<file path="src/rtl/uart_bus_bridge.sv">
// uart_bus_bridge: decodes 'W'/'R' command frames arriving on the UART byte
// interface into single bus write/read cycles and answers the host with
// 'K', four read-data bytes, or 'E' for an unknown opcode.
module uart_bus_bridge #(
   parameter int unsigned TIMEOUT = 1_000_000,
   parameter logic [7:0]  OP_WR   = 8'h57,
   parameter logic [7:0]  OP_RD   = 8'h52
) (
   input  logic        clk,
   input  logic        reset,
   input  logic [7:0]  rx_data,
   input  logic        rx_valid,
   input  logic        tx_ready,
   output logic [7:0]  tx_data,
   output logic        tx_start,
   output logic        rd,
   output logic        wr,
   output logic [31:0] addr,
   output logic [31:0] wdata,
   input  logic [31:0] rdata,
   output logic        busy,
   output logic        frame_err
);

   localparam int unsigned   TW      = (TIMEOUT > 2) ? $clog2(TIMEOUT) : 1;
   localparam logic [TW-1:0] TO_LAST = TW'(TIMEOUT - 1);

   localparam logic [2:0] S_IDLE   = 3'd0;
   localparam logic [2:0] S_ADDR   = 3'd1;
   localparam logic [2:0] S_DATA   = 3'd2;
   localparam logic [2:0] S_BUS_WR = 3'd3;
   localparam logic [2:0] S_BUS_RD = 3'd4;
   localparam logic [2:0] S_RESP   = 3'd5;

   logic [2:0]    state;
   logic          is_wr;
   logic [1:0]    byte_cnt;
   logic [TW-1:0] to_cnt;
   logic [31:0]   shreg;
   logic [2:0]    resp_cnt;
   logic          tx_start_q;
   logic          in_frame;
   logic          to_expire;
   logic          bad_op;

   // Bus strobes, TX handshake and error pulse decoded from the current state
   always_comb begin
      in_frame  = (state == S_ADDR) || (state == S_DATA);
      to_expire = in_frame && !rx_valid && (to_cnt == TO_LAST);
      bad_op    = (state == S_IDLE) && rx_valid &&
                  (rx_data != OP_WR) && (rx_data != OP_RD);
      rd        = (state == S_BUS_RD);
      wr        = (state == S_BUS_WR);
      busy      = (state != S_IDLE);
      tx_data   = shreg[31:24];
      // tx_ready is not trusted in the cycle right after our own pulse
      tx_start  = (state == S_RESP) && tx_ready && !tx_start_q;
      frame_err = to_expire || bad_op;
   end

   // Frame decoder FSM with address/data shifters and response shift register
   always_ff @(posedge clk) begin
      if (!reset) begin
         state      <= S_IDLE;
         is_wr      <= 1'b0;
         byte_cnt   <= '0;
         to_cnt     <= '0;
         shreg      <= '0;
         resp_cnt   <= '0;
         tx_start_q <= 1'b0;
         addr       <= '0;
         wdata      <= '0;
      end else begin
         tx_start_q <= tx_start;
         case (state)
            S_IDLE: begin
               byte_cnt <= '0;
               to_cnt   <= '0;
               if (rx_valid) begin
                  if (bad_op) begin
                     shreg    <= {8'h45, 24'h0};
                     resp_cnt <= 3'd1;
                     state    <= S_RESP;
                  end else begin
                     is_wr <= (rx_data == OP_WR);
                     state <= S_ADDR;
                  end
               end
            end
            S_ADDR: begin
               // an incoming byte takes priority over timeout expiry
               if (rx_valid) begin
                  addr     <= {addr[23:0], rx_data};
                  to_cnt   <= '0;
                  byte_cnt <= byte_cnt + 2'd1;
                  if (byte_cnt == 2'd3)
                     state <= is_wr ? S_DATA : S_BUS_RD;
               end else if (to_expire) begin
                  to_cnt <= '0;
                  state  <= S_IDLE;
               end else begin
                  to_cnt <= to_cnt + TW'(1);
               end
            end
            S_DATA: begin
               if (rx_valid) begin
                  wdata    <= {wdata[23:0], rx_data};
                  to_cnt   <= '0;
                  byte_cnt <= byte_cnt + 2'd1;
                  if (byte_cnt == 2'd3)
                     state <= S_BUS_WR;
               end else if (to_expire) begin
                  to_cnt <= '0;
                  state  <= S_IDLE;
               end else begin
                  to_cnt <= to_cnt + TW'(1);
               end
            end
            S_BUS_WR: begin
               shreg    <= {8'h4B, 24'h0};
               resp_cnt <= 3'd1;
               state    <= S_RESP;
            end
            S_BUS_RD: begin
               shreg    <= rdata;
               resp_cnt <= 3'd4;
               state    <= S_RESP;
            end
            S_RESP: begin
               if (tx_start) begin
                  shreg    <= {shreg[23:0], 8'h00};
                  resp_cnt <= resp_cnt - 3'd1;
                  if (resp_cnt == 3'd1)
                     state <= S_IDLE;
               end
            end
            default: state <= S_IDLE;
         endcase
      end
   end

endmodule

</file>
<file path="config.mk">
export PLATFORM = sky130hd
export DESIGN_NAME = uart_bus_bridge
export DESIGN_NICKNAME = d
export VERILOG_FILES = /design/src/rtl/uart_bus_bridge.sv
export SDC_FILE = /design/constraint.sdc
export NUM_CORES = 1
export LEC_CHECK = 0
export ABC_AREA = 1
export CORE_AREA = 3 3 109 111
export DETAILED_ROUTE_END_ITERATION = 10
export DIE_AREA = 0 0 112 114
export PLACE_DENSITY = 0.78
export SETUP_SLACK_MARGIN = 0.1
export SYNTH_ARGS = -nofsm -noshare
export SYNTH_HDL_FRONTEND = slang
export SYNTH_SLANG_ARGS = --single-unit
export TNS_END_PERCENT = 100
</file>
<file path="constraint.sdc">
create_clock -name clk -period 2.4 [get_ports clk]
set_clock_uncertainty 0.15 [all_clocks]
set_input_delay 0.48 -clock clk [delete_from_list [all_inputs] [get_ports clk]]
set_output_delay 0.48 -clock clk [all_outputs]
set_load 0.05 [all_outputs]
</file>
==> summary.txt <==
Global routing
  – First-pass GRT wire length: 23900 microns
  – Gr usage total: 0.225
  – Initial antenna violation count: 0
  – Largest net degree at the start of global routing: 35
  – GRT overflow: 0
  – Number of global-route vias before repair: 5188

Die
  – Die Ht: 114 microns
  – Initial core utilization: 0.502
  – Die width: 112 microns
  – Core box area: 0.0109 sq mm
  – IO Pins: 121
  – Die Footprint: 0.0128 sq mm
  – Rows: 38

Synth
  – Register bit total from synthesis: 126
  – Syn_area_per_cell: 7.22 sq um
  – Share of Yosys cell area claimed by the top area cell type: 0.461
  – Seq/Total Area, Yosys: 0.461
  – Synth top cells by count: nand2_1 (196), dfxtp_1 (126), nor2_1 (118)
  – Syn Inst Count: 757
  – Mapped Area: 0.00547 sq mm
  – Ys async rst share: 0
  – Main flop type after synthesis: dfxtp_1
  – Number of flops mapped to enable cells by yosys: 0
  – Post-Syn Nets: 805
  – Synth area leaders: dfxtp_1 (46%), nand2_1 (13%), nor2_1 (8.1%)
  – Area leader, netlist: dfxtp_1
  – Netlist cell types: 35
  – Most common cell in the netlist: nand2_1
  – Yosys warning count: 0

Timing
  – Max Transition Viols Final: 0
  – Tcrit/Tclk final: 0.973
  – Fmax: 0.428 GHz
  – Final worst slack: 65.4 ps
  – RSZ-0062 raised after global routing: true
  – Setup_tns: 0 ps
  – Final hold viol count: 0
  – Rel. slew slack: 0.644
  – Setup violations, final: 0
  – Worst Max-Slew Pin Slew: 536 ps
  – Final Critical Period: 2330 ps

Critical path
  – Path depth of the worst reg2reg path: 10
  – Critical path's largest stage delay: 380 ps
  – Cell depth of the worst setup path: 6
  – Worst path most repeated cell: nor2_4
  – Reg-to-Reg End: to_cnt[17]
  – Worst R2R Start: state[1]
  – CP startpoint kind: register
  – CP max-delay cell: dfxtp_4
  – CP Class: reg -> out
  – Critical Path Sink: frame_err
  – CP required: 1770 ps
  – Worst path bufs/invs: 1
  – Cell chain of the critical path: nor2_4 -> nand2_4 -> nor2_4 -> nand3_2 -> nand2_2 -> buf_12
  – CP endpoint kind: primary output
  – CP delay by family, top: simple AND/OR/NAND/NOR gates
  – Critical-path maximum fanout: 7
  – Crit. Startpoint: state[1]
  – R2R setup slack: 520 ps
  – Crit path DAT: 1700 ps

Power
  – Worst vdd ir: 0.000795 V
  – Leak: 0.00329 uW
  – Power per standard cell area: 1060 mW/mm^2

Run status
  – Outcome: completed

Worst hold path
  – Worst Hold Class: in -> reg

Final layout
  – Fill cells: 900
  – ANT cells: 0
  – Design area: 0.00763 sq mm
  – Area growth syn-to-layout: 39.6%
  – Layout cell share with drive strength beyond 1: 0.152
  – Non-Filler Instances: 1047
  – Final nets: 942

Route
  – WL final: 14600 microns
  – Post-route DRC violation count: 0
  – Antenna-violating nets left: 0
  – DR iter-0 viols: 408
  – Avg WL per Cell: 13.9 microns
  – Drt first pass iters: 5
  – Vias: 5455
  – Vias/cell: 5.21

Clock tree
  – CTS hold repair buffers: 0
  – Sink Count: 126
  – Clk_lat worst skew: 510 ps
  – Cts bufs inserted: 17
  – CTS tree: yes
  – Root buf cell: clkbuf_8
  – Clk pin slew, worst setup/hold paths: 50 ps
  – CTS H-tree lvls: 4
  – Clock Path Buffers: 2

Placement
  – DP Cell Count: 1004
  – Final HPWL DP: 9710 microns
  – DP Worst Slack: -71.3 ps
  – DP Area: 0.00688 sq mm
  – GPL Wtd Cong: 0.856
  – I/O Buffers: 120

Job
  – Max cap viols: 0
[report_power, final]
part | total (uW) | internal, uW | switching, uW
logic | 2870 | 968 | 1900
clock network | 2660 | 1720 | 946
registers | 2580 | 2380 | 199
[cells in the final DEF, fill, tap and decap left out, drive strengths merged, types with 3 or more instances in the layout]
cell           synthesis  layout
dlymetal6s2s           0       9
nand3                 17      17
bufinv                 0       4
dfxtp                126     126
nand2                201     201
a22o                  19      19
clkinvlp               0       3
nand4                 12      12
inv                   46      47
ha                     4       4
a21oi                 79      79
buf                   25      50
o21ai                 56      56
xor2                   5       5
clkdlybuf4s50          0      38
nor3                  14      14
clkbuf                22      19
nor2                 122     122
dlygate4sd2            0      68
clkinv                 0       5
[cell type report]
cell class / instances / area (sq um) / area share
Clock buffer: 19 / 432 / 0.0566
Clock inverter: 13 / 188 / 0.0246
Inverter: 46 / 178 / 0.0233
Multi-Input combinational cell: 538 / 2600 / 0.341
Sequential cell: 126 / 2540 / 0.333
Tap cell: 140 / 175 / 0.0230
Timing Repair Buffer: 165 / 1510 / 0.198
[kinds of logic after synthesis]
kind of cell / count (synthesis) / synth area share
buffers and inverters: 93 / 0.0805
XOR/XNOR: 6 / 0.00961
adder cells (fa/ha/maj): 4 / 0.00915
AND/OR/NAND/NOR: 369 / 0.278
AO/OA/AOI/OAI: 159 / 0.162
flip-flops: 126 / 0.461
[state kept, by name (all words and copies together), names as in the netlist]
signal,cells
addr,32
shreg,32
wdata,32
to_cnt,20
resp_cnt,3
state,3
byte_cnt,2
is_wr,1
tx_start_q,1
[worst register-to-register path: stages, from the launching register on]
cell     delay, ps
dfxtp_4        380
nor2_4         210
inv_2           60
nand2_2        100
nor2_4          50
buf_4          120
buf_4          130
o21ai_2         70
nand2_1        100
nand2_2        270
nor2_1         110
[per-stage QoR]
stage / power (uW) / hold WS (ps) / util
6_report: 8110 / 238 / 0.701
5_1_grt: 8520 / 250 / 0.701
4_1_cts: 7980 / 313 / 0.684
3_5_place_dp: 5370 / 304 / 0.632
3_3_place_gp: 5320 / 298 / 0.632
2_1_floorplan: 4610 / 289 / -
[routing by layer]
| metal | share of wire | wire length [microns] | vias up | track usage |
|---|---|---|---|---|
| met3 | 0.058 | 851 | 32 | 0.0557 |
| met5 | 0 | 0 | - | 0 |
| met2 | 0.49 | 7140 | 177 | 0.384 |
| li1 | - | - | 2725 | - |
| met1 | 0.43 | 6320 | 2521 | 0.278 |
| met4 | 0.020 | 289 | 0 | 0.0825 |
[worst min-delay path by stage]
stage	startpoint	endpoint	slack, ps	cells past startpoint
6_report	rx_data[6]	addr[6]	240	4
5_1_grt	rx_data[1]	addr[1]	250	3
4_1_cts	shreg[21]	shreg[21]	310	2
3_5_place_dp	shreg[22]	shreg[22]	300	2
3_3_place_gp	shreg[5]	shreg[5]	300	2
2_1_floorplan	shreg[17]	shreg[17]	290	2
[repair_timing]
action,in CTS,in global routing
cloned,0,0
setup buffers,2,9
pin swaps,0,13
gates resized for setup,77,42
setup endpoints to repair,70,6
Note: power is estimated with default switching activity, not from simulation.
